**config.mk**
```make
export PLATFORM = sky130hd
export DESIGN_NAME = fi_recovery_sequencer_flat
export DESIGN_NICKNAME = d
export VERILOG_FILES = /design/src/rtl/fi_recovery_sequencer_if.sv /design/src/rtl/fi_recovery_sequencer.sv /design/src/flat_wrapper.sv
export SDC_FILE = /design/constraint.sdc
export NUM_CORES = 1
export LEC_CHECK = 0
export CAP_MARGIN = 20
export CORE_ASPECT_RATIO = 0.7
export CORE_MARGIN = 2
export CORE_UTILIZATION = 30
export CTS_BUF_LIST = sky130_fd_sc_hd__clkbuf_4 sky130_fd_sc_hd__clkbuf_8 sky130_fd_sc_hd__clkbuf_16
export DETAILED_ROUTE_END_ITERATION = 10
export PLACE_DENSITY = 0.65
export SYNTH_ARGS = -nofsm -noshare
export SYNTH_HDL_FRONTEND = slang
export SYNTH_SLANG_ARGS = --single-unit
```
**constraint.sdc**
```tcl
create_clock -name clk -period 2.23 [get_ports clk]
set_input_delay 0.446 -clock clk [delete_from_list [all_inputs] [get_ports clk]]
set_output_delay 0.446 -clock clk [all_outputs]
set_load 0.01 [all_outputs]
```
**src/rtl/fi_recovery_sequencer_if.sv**
```systemverilog
// fi_recovery_sequencer_if: triggers, core flush/drain control, arch-register copy
// port, memory-copy handshake and status of the fault-injection recovery sequencer.
interface fi_recovery_sequencer_if #(
    parameter int SIZE_RMT_LOG = 6,
    parameter int SIZE_DATA    = 64,
    parameter int SIZE_PC      = 64
);
    logic                    fault_prop_i;
    logic                    braindead_i;
    logic                    bad_syscall_i;
    logic [SIZE_PC-1:0]      arch_pc_i;
    logic                    exception_i;
    logic                    stq_empty_i;
    logic                    flush_req_o;
    logic                    reg_rd_req_o;
    logic [SIZE_RMT_LOG-1:0] reg_rd_idx_o;
    logic                    reg_rd_valid_i;
    logic [SIZE_DATA-1:0]    reg_rd_data_i;
    logic                    rf_wr_en_o;
    logic [SIZE_RMT_LOG-1:0] rf_wr_idx_o;
    logic [SIZE_DATA-1:0]    rf_wr_data_o;
    logic                    mem_copy_req_o;
    logic                    mem_copy_done_i;
    logic                    resume_valid_o;
    logic [SIZE_PC-1:0]      resume_pc_o;
    logic [1:0]              cause_o;
    logic                    busy_o;
    logic                    double_fault_o;
    logic                    drain_timeout_o;
    logic [15:0]             recovery_cnt_o;

    modport master (
        input  fault_prop_i,
        input  braindead_i,
        input  bad_syscall_i,
        input  arch_pc_i,
        input  exception_i,
        input  stq_empty_i,
        output flush_req_o,
        output reg_rd_req_o,
        output reg_rd_idx_o,
        input  reg_rd_valid_i,
        input  reg_rd_data_i,
        output rf_wr_en_o,
        output rf_wr_idx_o,
        output rf_wr_data_o,
        output mem_copy_req_o,
        input  mem_copy_done_i,
        output resume_valid_o,
        output resume_pc_o,
        output cause_o,
        output busy_o,
        output double_fault_o,
        output drain_timeout_o,
        output recovery_cnt_o
    );

    modport slave (
        output fault_prop_i,
        output braindead_i,
        output bad_syscall_i,
        output arch_pc_i,
        output exception_i,
        output stq_empty_i,
        input  flush_req_o,
        input  reg_rd_req_o,
        input  reg_rd_idx_o,
        output reg_rd_valid_i,
        output reg_rd_data_i,
        input  rf_wr_en_o,
        input  rf_wr_idx_o,
        input  rf_wr_data_o,
        input  mem_copy_req_o,
        output mem_copy_done_i,
        input  resume_valid_o,
        input  resume_pc_o,
        input  cause_o,
        input  busy_o,
        input  double_fault_o,
        input  drain_timeout_o,
        input  recovery_cnt_o
    );
endinterface

```
**src/rtl/fi_recovery_sequencer.sv**
```systemverilog
// fi_recovery_sequencer: flush -> drain -> arch-reg reload -> mem copy -> resume.
// Optional drain watchdog enabled by defining FI_RECOVERY_TIMEOUT_EN.
module fi_recovery_sequencer #(
    parameter int NUM_LOG_REGS  = 34,
    parameter int SIZE_RMT_LOG  = 6,
    parameter int SIZE_DATA     = 64,
    parameter int SIZE_PC       = 64,
    parameter int DRAIN_TIMEOUT = 1024
) (
    input logic                     clk,
    input logic                     reset_n,
    fi_recovery_sequencer_if.master bus
);
    localparam logic [2:0] IDLE     = 3'd0;
    localparam logic [2:0] FLUSH    = 3'd1;
    localparam logic [2:0] DRAIN    = 3'd2;
    localparam logic [2:0] REG_COPY = 3'd3;
    localparam logic [2:0] MEM_COPY = 3'd4;
    localparam logic [2:0] RESUME   = 3'd5;

    localparam logic [SIZE_RMT_LOG-1:0] LAST_IDX =
        SIZE_RMT_LOG'(NUM_LOG_REGS - 1);

    if (NUM_LOG_REGS < 1 || NUM_LOG_REGS > (1 << SIZE_RMT_LOG) ||
        DRAIN_TIMEOUT < 1) begin : g_bad_cfg
        $error("fi_recovery_sequencer: bad parameter set");
    end

    logic [2:0]              state;
    logic [1:0]              cause;
    logic [SIZE_PC-1:0]      resume_pc;
    logic                    rd_req;
    logic [SIZE_RMT_LOG-1:0] rd_idx;
    logic                    wr_en;
    logic [SIZE_RMT_LOG-1:0] wr_idx;
    logic [SIZE_DATA-1:0]    wr_data;
    logic                    dbl;
    logic [15:0]             rec_cnt;
    logic                    trig;
    logic [1:0]              trig_cause;
    logic                    drain_abort;

    assign trig = bus.fault_prop_i | bus.braindead_i | bus.bad_syscall_i;

    always_comb begin
        trig_cause = 2'd0;
        if (bus.braindead_i)
            trig_cause = 2'd3;
        else if (bus.bad_syscall_i)
            trig_cause = 2'd2;
        else if (bus.fault_prop_i)
            trig_cause = 2'd1;
    end

`ifdef FI_RECOVERY_TIMEOUT_EN
    localparam int TW = $clog2(DRAIN_TIMEOUT + 1);

    logic [TW-1:0] drain_cnt;

    always_ff @(posedge clk or negedge reset_n) begin
        if (!reset_n)
            drain_cnt <= '0;
        else if (state == DRAIN)
            drain_cnt <= drain_cnt + 1'b1;
        else
            drain_cnt <= '0;
    end

    // Fires in the DRAIN_TIMEOUT-th drain cycle if the store queue is still busy.
    assign drain_abort = (state == DRAIN) && !bus.stq_empty_i &&
                         (drain_cnt == TW'(DRAIN_TIMEOUT - 1));
`else
    assign drain_abort = 1'b0;
`endif

    always_ff @(posedge clk or negedge reset_n) begin
        if (!reset_n) begin
            state     <= IDLE;
            cause     <= 2'd0;
            resume_pc <= '0;
            rd_req    <= 1'b0;
            rd_idx    <= '0;
            wr_en     <= 1'b0;
            wr_idx    <= '0;
            wr_data   <= '0;
            dbl       <= 1'b0;
            rec_cnt   <= '0;
        end else begin
            wr_en <= 1'b0;
            dbl   <= trig && (state != IDLE);
            unique case (state)
                IDLE: begin
                    if (trig) begin
                        resume_pc <= bus.arch_pc_i;
                        cause     <= trig_cause;
                        state     <= FLUSH;
                    end
                end
                FLUSH: begin
                    if (bus.exception_i)
                        state <= DRAIN;
                end
                DRAIN: begin
                    if (bus.stq_empty_i) begin
                        state  <= REG_COPY;
                        rd_req <= 1'b1;
                        rd_idx <= '0;
                    end else if (drain_abort) begin
                        state <= IDLE;
                        cause <= 2'd0;
                    end
                end
                REG_COPY: begin
                    // Request stays up across the write cycle with the next index.
                    if (rd_req && bus.reg_rd_valid_i) begin
                        wr_en   <= 1'b1;
                        wr_idx  <= rd_idx;
                        wr_data <= bus.reg_rd_data_i;
                        if (rd_idx == LAST_IDX) begin
                            rd_req <= 1'b0;
                            rd_idx <= '0;
                        end else begin
                            rd_idx <= rd_idx + 1'b1;
                        end
                    end
                    if (wr_en && (wr_idx == LAST_IDX))
                        state <= MEM_COPY;
                end
                MEM_COPY: begin
                    if (bus.mem_copy_done_i)
                        state <= RESUME;
                end
                RESUME: begin
                    if (rec_cnt != 16'hFFFF)
                        rec_cnt <= rec_cnt + 16'd1;
                    cause <= 2'd0;
                    state <= IDLE;
                end
                default: begin
                    state <= IDLE;
                end
            endcase
        end
    end

    assign bus.flush_req_o     = (state == FLUSH);
    assign bus.reg_rd_req_o    = rd_req;
    assign bus.reg_rd_idx_o    = rd_idx;
    assign bus.rf_wr_en_o      = wr_en;
    assign bus.rf_wr_idx_o     = wr_idx;
    assign bus.rf_wr_data_o    = wr_data;
    assign bus.mem_copy_req_o  = (state == MEM_COPY);
    assign bus.resume_valid_o  = (state == RESUME);
    assign bus.resume_pc_o     = resume_pc;
    assign bus.cause_o         = cause;
    assign bus.busy_o          = (state != IDLE);
    assign bus.double_fault_o  = dbl;
    assign bus.drain_timeout_o = drain_abort;
    assign bus.recovery_cnt_o  = rec_cnt;
endmodule

```
**src/flat_wrapper.sv**
```systemverilog
// flat-port wrapper written by rule: the top's interface ports become plain ports
module fi_recovery_sequencer_flat 
#(
    parameter int NUM_LOG_REGS  = 34,
    parameter int SIZE_RMT_LOG  = 6,
    parameter int SIZE_DATA     = 64,
    parameter int SIZE_PC       = 64,
    parameter int DRAIN_TIMEOUT = 1024
)
  (clk, reset_n, bus_fault_prop_i, bus_braindead_i, bus_bad_syscall_i, bus_arch_pc_i, bus_exception_i, bus_stq_empty_i, bus_flush_req_o, bus_reg_rd_req_o, bus_reg_rd_idx_o, bus_reg_rd_valid_i, bus_reg_rd_data_i, bus_rf_wr_en_o, bus_rf_wr_idx_o, bus_rf_wr_data_o, bus_mem_copy_req_o, bus_mem_copy_done_i, bus_resume_valid_o, bus_resume_pc_o, bus_cause_o, bus_busy_o, bus_double_fault_o, bus_drain_timeout_o, bus_recovery_cnt_o);
  fi_recovery_sequencer_if #(.SIZE_RMT_LOG(SIZE_RMT_LOG), .SIZE_DATA(SIZE_DATA), .SIZE_PC(SIZE_PC)) bus_i ();
  input logic clk;
  input logic reset_n;
  input wire logic [$bits(bus_i.fault_prop_i)-1:0] bus_fault_prop_i;
  input wire logic [$bits(bus_i.braindead_i)-1:0] bus_braindead_i;
  input wire logic [$bits(bus_i.bad_syscall_i)-1:0] bus_bad_syscall_i;
  input wire logic [$bits(bus_i.arch_pc_i)-1:0] bus_arch_pc_i;
  input wire logic [$bits(bus_i.exception_i)-1:0] bus_exception_i;
  input wire logic [$bits(bus_i.stq_empty_i)-1:0] bus_stq_empty_i;
  output wire logic [$bits(bus_i.flush_req_o)-1:0] bus_flush_req_o;
  output wire logic [$bits(bus_i.reg_rd_req_o)-1:0] bus_reg_rd_req_o;
  output wire logic [$bits(bus_i.reg_rd_idx_o)-1:0] bus_reg_rd_idx_o;
  input wire logic [$bits(bus_i.reg_rd_valid_i)-1:0] bus_reg_rd_valid_i;
  input wire logic [$bits(bus_i.reg_rd_data_i)-1:0] bus_reg_rd_data_i;
  output wire logic [$bits(bus_i.rf_wr_en_o)-1:0] bus_rf_wr_en_o;
  output wire logic [$bits(bus_i.rf_wr_idx_o)-1:0] bus_rf_wr_idx_o;
  output wire logic [$bits(bus_i.rf_wr_data_o)-1:0] bus_rf_wr_data_o;
  output wire logic [$bits(bus_i.mem_copy_req_o)-1:0] bus_mem_copy_req_o;
  input wire logic [$bits(bus_i.mem_copy_done_i)-1:0] bus_mem_copy_done_i;
  output wire logic [$bits(bus_i.resume_valid_o)-1:0] bus_resume_valid_o;
  output wire logic [$bits(bus_i.resume_pc_o)-1:0] bus_resume_pc_o;
  output wire logic [$bits(bus_i.cause_o)-1:0] bus_cause_o;
  output wire logic [$bits(bus_i.busy_o)-1:0] bus_busy_o;
  output wire logic [$bits(bus_i.double_fault_o)-1:0] bus_double_fault_o;
  output wire logic [$bits(bus_i.drain_timeout_o)-1:0] bus_drain_timeout_o;
  output wire logic [$bits(bus_i.recovery_cnt_o)-1:0] bus_recovery_cnt_o;
  assign bus_i.fault_prop_i = bus_fault_prop_i;
  assign bus_i.braindead_i = bus_braindead_i;
  assign bus_i.bad_syscall_i = bus_bad_syscall_i;
  assign bus_i.arch_pc_i = bus_arch_pc_i;
  assign bus_i.exception_i = bus_exception_i;
  assign bus_i.stq_empty_i = bus_stq_empty_i;
  assign bus_flush_req_o = bus_i.flush_req_o;
  assign bus_reg_rd_req_o = bus_i.reg_rd_req_o;
  assign bus_reg_rd_idx_o = bus_i.reg_rd_idx_o;
  assign bus_i.reg_rd_valid_i = bus_reg_rd_valid_i;
  assign bus_i.reg_rd_data_i = bus_reg_rd_data_i;
  assign bus_rf_wr_en_o = bus_i.rf_wr_en_o;
  assign bus_rf_wr_idx_o = bus_i.rf_wr_idx_o;
  assign bus_rf_wr_data_o = bus_i.rf_wr_data_o;
  assign bus_mem_copy_req_o = bus_i.mem_copy_req_o;
  assign bus_i.mem_copy_done_i = bus_mem_copy_done_i;
  assign bus_resume_valid_o = bus_i.resume_valid_o;
  assign bus_resume_pc_o = bus_i.resume_pc_o;
  assign bus_cause_o = bus_i.cause_o;
  assign bus_busy_o = bus_i.busy_o;
  assign bus_double_fault_o = bus_i.double_fault_o;
  assign bus_drain_timeout_o = bus_i.drain_timeout_o;
  assign bus_recovery_cnt_o = bus_i.recovery_cnt_o;
  fi_recovery_sequencer #(.NUM_LOG_REGS(NUM_LOG_REGS), .SIZE_RMT_LOG(SIZE_RMT_LOG), .SIZE_DATA(SIZE_DATA), .SIZE_PC(SIZE_PC), .DRAIN_TIMEOUT(DRAIN_TIMEOUT)) u_core (.clk(clk), .reset_n(reset_n), .bus(bus_i));
endmodule
```
-- After elaboration in Yosys (flattened, before gate mapping)
Cells that the tools add are included.
W data, S select, Z words.
- output and inout port bits: 166
- flip-flop bits (word level): 164
- input port bits: 137
- reduce and logical (&&, ||, !) cells: 14
- equality and inequality tests: 15
- $add $sub $neg: 2
- bitwise gates (word level): 2
- mux-type cells: 21
- operators by type and width (kind ; count):
    $mux W6 ; 3
    $add A16 B1 Y16 const B ; 1
    $ne A16 B16 Y1 const B ; 1
    $mux W3 ; 5
    $pmux W3 S5 ; 1
    $eq A6 B6 Y1 const B ; 2
    $pmux W6 S2 ; 1
    $ne A2 B1 Y1 const B ; 5
    $reduce_and A2 Y1 ; 4
    $add A6 B1 Y6 const B ; 1
    $eq A3 B2 Y1 const B ; 2
    $eq A3 B3 Y1 const B ; 2
    $mux W1 ; 6
    $mux W2 ; 3
    $reduce_and A5 Y1 ; 1
    $ne A2 B2 Y1 const B ; 2
    $pmux W2 S2 ; 1
    $reduce_and A4 Y1 ; 1
    $reduce_bool A2 Y1 ; 2
    $eq A3 B1 Y1 const B ; 1
    $logic_and A1 B1 Y1 ; 3
    $logic_not A3 Y1 ; 1
    $reduce_and A3 Y1 ; 1
    $reduce_bool A3 Y1 ; 1
    2 further kinds ; 3

-- Depth between registers and ports, before layout
Gate-level depths: netlist of run 1.
- depth in word-level cells: 5
- depth in mapped cells: 7
- depth with buffers taken out: 5

-- Least setup slack after synthesis of run 1
No wires, ideal clock.
- kind: input-to-reg
- from: in bus_fault_prop_i
- to: reg u_core.resume_pc[10] (netlist: u_core.bus.resume_pc_o[10])
- path buffers: 1
- required time: 2.103 ns
- arrival: 1.361 ns
- stages on the path: 4
- path slack: 0.742 ns
- cell sequence: nor3_2 nor2_8 buf_6 mux2_1
- longest elaborated chain between the ends: 3
- RTL lines (item ; RTL line ; text):
    start, declared ; flat_wrapper.sv:14 ; input wire logic [$bits(bus_i.fault_prop_i)-1:0] bus_fault_prop_i;
    $or A1 B1 Y1 (2 in series) ; fi_recovery_sequencer.sv:43 ; assign trig = bus.fault_prop_i | bus.braindead_i | bus.bad_syscall_i;
    $reduce_and A2 Y1 (no line) ; - ;
    end signal, assigned ; fi_recovery_sequencer.sv:94 ; resume_pc <= bus.arch_pc_i;
    end, declared ; fi_recovery_sequencer.sv:31 ; logic [SIZE_PC-1:0] resume_pc;
Every way passes these cells.
A chain may end at the register's enable or synchronous reset.

-- Final worst setup path of run 1
- from: reg u_core.state[2]
- to: out bus_mem_copy_req_o
- longest elaborated chain between the ends: 1
- RTL lines (item ; RTL line ; text):
    start, declared ; fi_recovery_sequencer.sv:29 ; logic [2:0] state;
    start signal, assigned ; fi_recovery_sequencer.sv:78 ; state <= IDLE;
    start signal, assigned ; fi_recovery_sequencer.sv:96 ; state <= FLUSH;
    start signal, assigned ; fi_recovery_sequencer.sv:101 ; state <= DRAIN;
    $eq A3 B3 Y1 ; fi_recovery_sequencer.sv:152 ; assign bus.mem_copy_req_o = (state == MEM_COPY);
    end, declared ; flat_wrapper.sv:28 ; output wire logic [$bits(bus_i.mem_copy_req_o)-1:0] bus_mem_copy_req_o;
Every way passes these cells.

==> results of run 1 <==
==> flip-flops by register name (all words and copies together), names as in the netlist <==
signal	count
u_core.bus.rf_wr_idx_o	6
u_core.state	3
u_core.bus.recovery_cnt_o	16
u_core.bus.double_fault_o	1
u_core.bus.cause_o	2
u_core.bus.reg_rd_idx_o	6
u_core.bus.rf_wr_data_o	64
u_core.bus.reg_rd_req_o	1
u_core.bus.resume_pc_o	64
u_core.bus.rf_wr_en_o	1
==> layout by cell type, fill, tap and decap left out, types with 4 or more instances in the layout <==
master             n
nor4_1             4
clkbuf_16         17
nand3_1           13
xor2_1            10
nand2_1           16
dfrtp_1          161
nor3_1             4
clkdlybuf4s50_1  298
mux2_1            64
buf_12             6
xnor2_1            4
a21oi_1            5
inv_8              5
nor2_1             8
o21ai_0            8
mux2_4            70
buf_4             13
==> per-layer routing <==
| layer | routed length [microns] | track usage (%) | up-vias |
|---|---|---|---|
| met5 | 0 | 0 | - |
| met1 | 8300 | 20.0 | 2302 |
| met2 | 8060 | 21.6 | 162 |
| met4 | 276 | 4.76 | 0 |
| met3 | 1240 | 4.13 | 16 |
| li1 | - | - | 2207 |
==> metrics by stage <==
stage | instances | setup TNS [ns] | worst slack (ns)
detailed placement | 1047 | 0 | 0.202
CTS | 1082 | -0.00279 | -0.00279
global route | 1084 | -0.0111 | -0.0111
floorplan | 439 | 0 | 0.381
global placement | 1047 | 0 | 0.243
finish | 1084 | 0 | 0.0762
==> layout make-up <==
| type | count | area, sq um | area share [%] |
|---|---|---|---|
| Sequential cell | 164 | 4110 | 37.7 |
| Multi-Input combinational cell | 250 | 2560 | 23.5 |
| Timing Repair Buffer | 321 | 3240 | 29.8 |
| Tap cell | 312 | 390 | 3.59 |
| Inverter | 5 | 18.8 | 0.172 |
| Clock inverter | 14 | 139 | 1.28 |
| Clock buffer | 18 | 433 | 3.98 |
==> kinds of logic (layout without fill, tap and decap cells) <==
group | after synthesis | after routing | synth area share (%)
mux | 135 | 135 | 25.9
buf+inv | 25 | 358 | 3.24
other cells | 1 | 1 | 0.0546
xor+xnor | 14 | 14 | 1.78
flops | 164 | 164 | 59.7
fa+ha+maj | 3 | 3 | 0.546
compound gates | 24 | 24 | 2.24
simple gates | 73 | 73 | 6.48
==> power groups by stage <==
stage	logic, uW	registers, uW	clock network (uW)
floorplan	2000	5530	0
global placement	5780	4980	0
detailed placement	5820	5010	0
CTS	5840	4980	2970
global route	6120	5130	3100
finish	5760	4960	2860
==> path summary, 6_finish.rpt <==
path,cells past startpoint,startpoint,to
min,1,u_core.bus.resume_pc_o[53],u_core.bus.resume_pc_o[53]
max reg2reg,5,u_core.state[1],u_core.bus.rf_wr_data_o[13]
max,2,u_core.state[2],bus_mem_copy_req_o
max in group asynchronous,3,reset_n,u_core.bus.resume_pc_o[61]
min in group asynchronous,2,reset_n,u_core.bus.resume_pc_o[45]
min reg2reg,1,u_core.bus.resume_pc_o[53],u_core.bus.resume_pc_o[53]
==> what timing repair did <==
| item | in CTS | in global routing |
|---|---|---|
| pin swaps | 1 | 0 |
| setup buffers | 2 | 2 |
| endpoints found under the hold margin | 45 | 0 |
| hold buffers | 1 | 0 |
| endpoints found under the setup margin | 4 | 3 |
| gates resized for setup | 5 | 1 |
==> summary.txt, run 1 <==
status: finished clean
clock share of power: 21.0%
Longest Clk Path Bufs: 2
Power Total: 13,600 uW
Synth area leaders: dfrtp_1 60%, mux2_4 15%, mux2_1 10%, buf_6 2.5%, xor2_1 1.3%
flop and latch count out of synthesis: 164
DRT iter0 DRCs: 133
Sequential Power Share: 36.6%
placed cell areas: 0.0103 sq mm
Tightest Hold Check Type: register to register
Placer Congestion: 0.724
period utilization: 96.6%
initial antenna violation count: 0
Fin. Hold Viols: 0
Syn-to-layout area delta: 58.4%
final setup vio count: 0
synthesized area: 0.00687 sq mm
Psw: 4110 uW
final instance area: 0.0109 sq mm
sequential area share after synthesis: 59.7%
largest net degree at the start of global routing: 53
Core Footprint: 0.0226 sq mm
Routed Antenna Nets: 0
total gr overflow: 0
final core occ: 48.3%
f_max: 464 MHz
Net Sw Frac: 30.3%
Leak: 0.00464 uW
hold_ws: 0.484 ns
critical path class: register to output port
Max Transition Viols Final: 0
worst path bufs/invs: 1
Ant. Diodes: 0
critical path startpoint category: register
critical path arrival: 1.71 ns
Routed WL: 17,900 microns
first-pass GRT wire length: 26,800 microns
layout cells sized above 1: 18.0%
CTS root buffer: clkbuf_16
DRT Pass-1 Iters: 4
max_cap viols: 0
yosys warns: 0
Combinational Power Share: 42.4%
CTS buffer count: 17
Reg2Reg Setup Slack: 0.31 ns
CTS clk-pin slew, worst paths: 0.07 ns
Worst EP required: 1.78 ns
post-layout min period: 2.15 ns
FFs w/ async S/R, synth: 100%
Mapped Nets: 579
Die W: 185 microns
cell count after synthesis: 439
critical path cell sequence: nor3b_2 > clkdlybuf4s50_1
commonest cells in the netlist: 164 x dfrtp_1, 70 x mux2_4, 64 x mux2_1
most numerous cell in the Yosys netlist: dfrtp_1
DR DRC count: 0
port buffer count: 301
Worst IR Drop VDD: 585 uV
H-tree Lvls: 4
Post-synth EDFFs: 0
Die Y-Extent: 131 microns
clock tree sinks: 164
Max stage delay on crit path: 0.58 ns
vias per std cell: 4.32
row count: 46
hpwl dp: 13,200 microns
Worst-Skew Late Latency: 0.42 ns
RSZ-0062 raised after global routing: true
CTS tree: yes
synthesized area per cell: 15.7 sq um
Pwr Density: 1250 mW/mm^2
fin nets: 899
Worst Skew: 0.00916 ns
cell family with most CP delay: buffers and inverters
routed wire length per instance: 16.5 microns
ys flop type: dfrtp_1
vias in the first global route: 4,630
post-synth top area share: 59.7%
Die ar.: 0.0242 sq mm
Netlist cell types: 47
Slowest cell on crit path: clkdlybuf4s50_1
worst-path maximum fanout: 10
Crit. End Element: output port
Power Internal: 9470 uW
Initial Util: 30.5%
Vias: 4,687
Synth area leader: dfrtp_1
Layout fillers: 2,060
Boundary Pins: 303
GRT Total Usage: 14.4%
No activity file was read; power rests on OpenSTA's default activity.
==> run 2, diff against run 1 <==
--- a/config.mk
+++ b/config.mk
@@ -7,9 +7,9 @@
 export LEC_CHECK = 0
 export CAP_MARGIN = 20
 export CORE_ASPECT_RATIO = 0.7
-export CORE_MARGIN = 2
 export CORE_UTILIZATION = 30
 export CTS_BUF_LIST = sky130_fd_sc_hd__clkbuf_4 sky130_fd_sc_hd__clkbuf_8 sky130_fd_sc_hd__clkbuf_16
+export CTS_CLUSTER_SIZE = 30
 export DETAILED_ROUTE_END_ITERATION = 10
 export PLACE_DENSITY = 0.65
 export SYNTH_ARGS = -nofsm -noshare
==> run 2 against run 1 <==
Compared with the run above: sequential power barely moved; worst hold slack got worse by 0.0036 ns; first-iteration DRC count rose by 22%; setup slack improved by 0.0051 ns.
==> summary.txt, run 2 (synthesized netlist as in run 1, its figures left out) <==
post-route setup TNS: 0 ns
clock tree sinks: 164
Ant. Diodes: 0
critical path startpoint category: register
port buffer count: 301
Leak: 0.00471 uW
total gr overflow: 0
Pwr Density: 1260 mW/mm^2
fin cells: 1,083
DRT iter0 DRCs: 162
Seq. cell area: 0.00411 sq mm
Longest Clk Path Bufs: 2
Placer Congestion: 0.786
Crit. End Element: output port
RSZ-0062 raised after global routing: false
Vias: 4,726
commonest non-fill, non-tap cells in the layout: 297 x clkdlybuf4s50_1, 161 x dfrtp_1, 70 x mux2_4
layout cells sized above 1: 18.6%
Worst IR Drop VDD: 654 uV
Fin. Hold Viols: 0
most common cell after layout, fill and taps aside: clkdlybuf4s50_1
Die ar.: 0.0235 sq mm
routed wire length per instance: 16.7 microns
Routed Antenna Nets: 0
hold_ws: 0.481 ns
post-layout min period: 2.15 ns
first-pass GRT wire length: 27,600 microns
final instance area: 0.0110 sq mm
vias in the first global route: 4,741
Worst EP required: 1.78 ns
hpwl dp: 13,400 microns
CTS clk-pin slew, worst paths: 0.06 ns
DRT Pass-1 Iters: 4
Routed WL: 18,100 microns
f_max: 465 MHz
placed cell areas: 0.0103 sq mm
Boundary Pins: 303
H-tree Lvls: 4
Max Transition Viols Final: 0
Initial Util: 31.1%
area of the multi-input gates: 0.00256 sq mm
slew margin rel.: 61.6%
CTS tree: yes
Syn-to-layout area delta: 59.7%
Worst-Skew Late Latency: 0.42 ns
CTS root buffer: clkbuf_16
Placed Cells: 1,046
Core Footprint: 0.0221 sq mm
period utilization: 96.4%
worst-margin pin slew: 0.576 ns
critical path class: register to output port
critical path arrival: 1.70 ns
GRT Total Usage: 15.5%
status: finished clean
initial antenna violation count: 0
vias per std cell: 4.36
final setup vio count: 0
CTS buffer count: 17
row count: 45
Layout fillers: 1,934
Die Y-Extent: 129 microns
worst-path maximum fanout: 10
Worst Skew: 0.00586 ns
Die W: 183 microns
max_cap viols: 0
largest net degree at the start of global routing: 58
Tightest Hold Check Type: register to register
DR DRC count: 0
fin nets: 905
==> run 2: through the flow <==
step                util [%]  power, uW  setup slack (ns)
finish                  49.7      13900            0.0812
global route            49.7      14600            0.0224
global placement        46.7      10800             0.148
CTS                     49.6      14000            0.0407
floorplan                  -       7520             0.381
detailed placement      46.7      10800            0.0942
==> run 2: path summary, 6_finish.rpt <==
| check | slack (ns) | startpoint | end | cells after the start |
|---|---|---|---|---|
| setup / recovery | 0.08 | u_core.state[1] | bus_mem_copy_req_o | 2 |
| hold / removal | 0.48 | u_core.bus.resume_pc_o[50] | u_core.bus.resume_pc_o[50] | 1 |
| setup reg to reg | 0.30 | u_core.state[0] | u_core.bus.rf_wr_data_o[40] | 5 |
| hold reg to reg | 0.48 | u_core.bus.resume_pc_o[50] | u_core.bus.resume_pc_o[50] | 1 |
| max in group asynchronous | 1.00 | reset_n | u_core.bus.recovery_cnt_o[3] | 3 |
| min in group asynchronous | 0.56 | reset_n | u_core.bus.resume_pc_o[33] | 2 |
==> run 2: power by group <==
part / switching, uW / internal (uW) / total (uW)
clock network: 1240 / 1830 / 3070
registers: 735 / 4230 / 4960
logic: 2070 / 3750 / 5820
total: 4050 / 9810 / 13900
==> run 2: layout make-up <==
| cell class | count | area share, % |
|---|---|---|
| multi-input cells | 250 | 23.3 |
| inverters | 5 | 0.171 |
| flip-flops and latches | 164 | 37.4 |
| clock buffers | 20 | 4.19 |
| clock inverters | 12 | 1.41 |
| well taps | 305 | 3.48 |
| repair buffers | 327 | 30.1 |
==> run 2: routing by layer <==
layer	track usage [%]	vias to the layer above	share of wire, %	wire length, microns
met4	6.57	0	2.4	429
li1	-	2225	-	-
met2	23.2	175	45	8160
met3	4.30	28	5.7	1040
met5	0	-	0	0
met1	21.1	2298	47	8470
==> run 2: worst max-delay path, stage by stage (launching register included) <==
cell and delay [ns]:
dfrtp_2 0.48, nor3b_2 0.23, clkdlybuf4s50_1 0.56
==> run 2: timing repair <==
item | 4_1_cts | 5_1_grt
pin swaps | 1 | 0
endpoints found under the setup margin | 4 | 1
resized for setup | 6 | 1
hold buffers | 1 | 0
hold endpoints to repair | 3 | 0
buffers inserted | 1 | 3
==> run 3, diff against run 2 <==
--- a/config.mk
+++ b/config.mk
@@ -11,7 +11,8 @@
 export CTS_BUF_LIST = sky130_fd_sc_hd__clkbuf_4 sky130_fd_sc_hd__clkbuf_8 sky130_fd_sc_hd__clkbuf_16
 export CTS_CLUSTER_SIZE = 30
 export DETAILED_ROUTE_END_ITERATION = 10
-export PLACE_DENSITY = 0.65
+export HOLD_SLACK_MARGIN = 0.12
+export PLACE_DENSITY = 0.67
 export SYNTH_ARGS = -nofsm -noshare
 export SYNTH_HDL_FRONTEND = slang
 export SYNTH_SLANG_ARGS = --single-unit
==> constraint.sdc (replaced) <==
create_clock -name clk -period 1.97 [get_ports clk]
set_input_delay 0.394 -clock clk [delete_from_list [all_inputs] [get_ports clk]]
set_output_delay 0.394 -clock clk [all_outputs]
set_load 0.01 [all_outputs]
==> run 3 against run 2 <==
Compared with the run above: sequential cell count unchanged; clock power rose by 12%; final cell count grew 0.83%; non-clock buffer count up 11; total power up 14%; cell area up 0.80%; global-route usage up 0.16 points; register-to-register slack got worse by 0.16 ns; worst hold slack worse by 0.036 ns; sequential power increased by 14%; clock skew up 0.0043 ns; critical endpoint is now bus_reg_rd_idx_o[3].
==> summary.txt, run 3 (synthesized netlist as in run 1, its figures left out) <==
status: finished clean
CTS root buffer: clkbuf_16
Die W: 183 microns
Boundary Pins: 303
Leak: 0.00475 uW
worst path bufs/invs: 1
Pwr Density: 1420 mW/mm^2
Die ar.: 0.0235 sq mm
Worst IR Drop VDD: 693 uV
first-pass GRT wire length: 28,100 microns
layout cells sized above 1: 20.2%
final setup vio count: 0
initial antenna violation count: 0
critical path cell sequence: clkdlybuf4s50_1
Worst EP required: 1.58 ns
Routed Antenna Nets: 0
Sequential Power Share: 35.8%
clock share of power: 21.8%
Slowest cell on crit path: clkdlybuf4s50_1
largest net degree at the start of global routing: 58
port buffer count: 301
row count: 45
DRT Pass-1 Iters: 4
Max Transition Viols Final: 0
worst-path maximum fanout: 7
Net Sw Frac: 29.1%
Max stage delay on crit path: 0.59 ns
critical path startpoint category: register
Tightest Hold Check Type: primary input to asynchronous set/reset pin
vias in the first global route: 4,821
hold_ws: 0.444 ns
max_cap viols: 0
cell family with most CP delay: buffers and inverters
Worst-Skew Late Latency: 0.43 ns
Crit. End Element: output port
CTS clk-pin slew, worst paths: 0.07 ns
clock tree sinks: 164
period utilization: 96.4%
GRT Total Usage: 15.7%
Combinational Power Share: 42.3%
H-tree Lvls: 4
Reg2Reg Setup Slack: 0.14 ns
Initial Util: 31.1%
critical path arrival: 1.51 ns
routed wire length per instance: 16.6 microns
CTS tree: yes
Core Footprint: 0.0221 sq mm
Syn-to-layout area delta: 61.0%
Fin. Hold Viols: 0
Longest Clk Path Bufs: 2
Placed Cells: 1,058
f_max: 526 MHz
Ant. Diodes: 0
most common cell after layout, fill and taps aside: clkdlybuf4s50_1
vias per std cell: 4.39
Power Internal: 11,200 uW
CTS buffer count: 17
total gr overflow: 0
DR DRC count: 0
Die Y-Extent: 129 microns
Psw: 4580 uW
post-layout min period: 1.90 ns
commonest non-fill, non-tap cells in the layout: 296 x clkdlybuf4s50_1, 159 x dfrtp_1, 70 x mux2_4
Vias: 4,796
Routed WL: 18,200 microns
post-route setup TNS: 0 ns
hpwl dp: 13,600 microns
critical path class: register to output port
final core occ: 50.1%
fin nets: 916
fin cells: 1,092
DRT iter0 DRCs: 150
Worst Skew: 0.0101 ns
Placer Congestion: 0.786
## run 3: cell types whose count changed in the layout (fill, tap and decap cells not counted), sizes merged
cell           before  now
clkdlybuf4s15       0    1
dlymetal6s2s        1    0
clkinv              7    5
clkdlybuf4s50     297  296
buf                26   37
inv                 5    6
## run 3: path summary, 6_finish.rpt
kind | start | endpoint | cells past startpoint
worst min register to register | u_core.bus.resume_pc_o[27] | u_core.bus.resume_pc_o[27] | 1
max in group asynchronous | reset_n | u_core.bus.resume_pc_o[21] | 3
min in group clk | u_core.bus.resume_pc_o[27] | u_core.bus.resume_pc_o[27] | 1
worst min-delay path | reset_n | u_core.bus.rf_wr_data_o[55] | 2
worst max-delay path | u_core.bus.reg_rd_idx_o[3] | bus_reg_rd_idx_o[3] | 1
worst max register to register | u_core.state[2] | u_core.bus.rf_wr_data_o[17] | 5
## run 3: area by class of cell
cell class / count / area (sq um)
fill: 1948 / 11000
clock buffer: 19 / 453
multi-input combinational: 250 / 2560
sequential: 164 / 4110
inverter: 5 / 18.8
clock inverter: 11 / 154
timing repair buffer: 338 / 3390
tap: 305 / 382
## run 3: power by group through the flow
stage | sequential [uW] | combinational, uW | clock, uW
floorplan | 6260 | 2260 | 0
global placement | 5640 | 6670 | 0
detailed placement | 5680 | 6730 | 0
CTS | 5660 | 6760 | 3570
global route | 5830 | 7040 | 3710
finish | 5650 | 6670 | 3440
## run 3: through the flow
stage	area, sq um	worst slack (ns)	power (uW)
2_1_floorplan	6870	0.121	8520
3_3_place_gp	10400	0.0454	12300
3_5_place_dp	10400	-0.00211	12400
4_1_cts	11100	0.00760	16000
5_1_grt	11100	-0.00499	16600
6_report	11100	0.0700	15800
## run 3: what timing repair did
item / CTS / global route
endpoints found under the hold margin: 34 / 0
hold buffers: 1 / 0
setup buffers: 1 / 2
cloned: 0 / 0
resized for setup: 12 / 3
pin swaps: 1 / 0
endpoints found under the setup margin: 4 / 4
## run 3: layer usage
layer	wire (microns)	track usage (%)
met3	1030	3.91
met2	8210	23.6
met1	8710	22.0
met4	212	5.15
met5	0	0
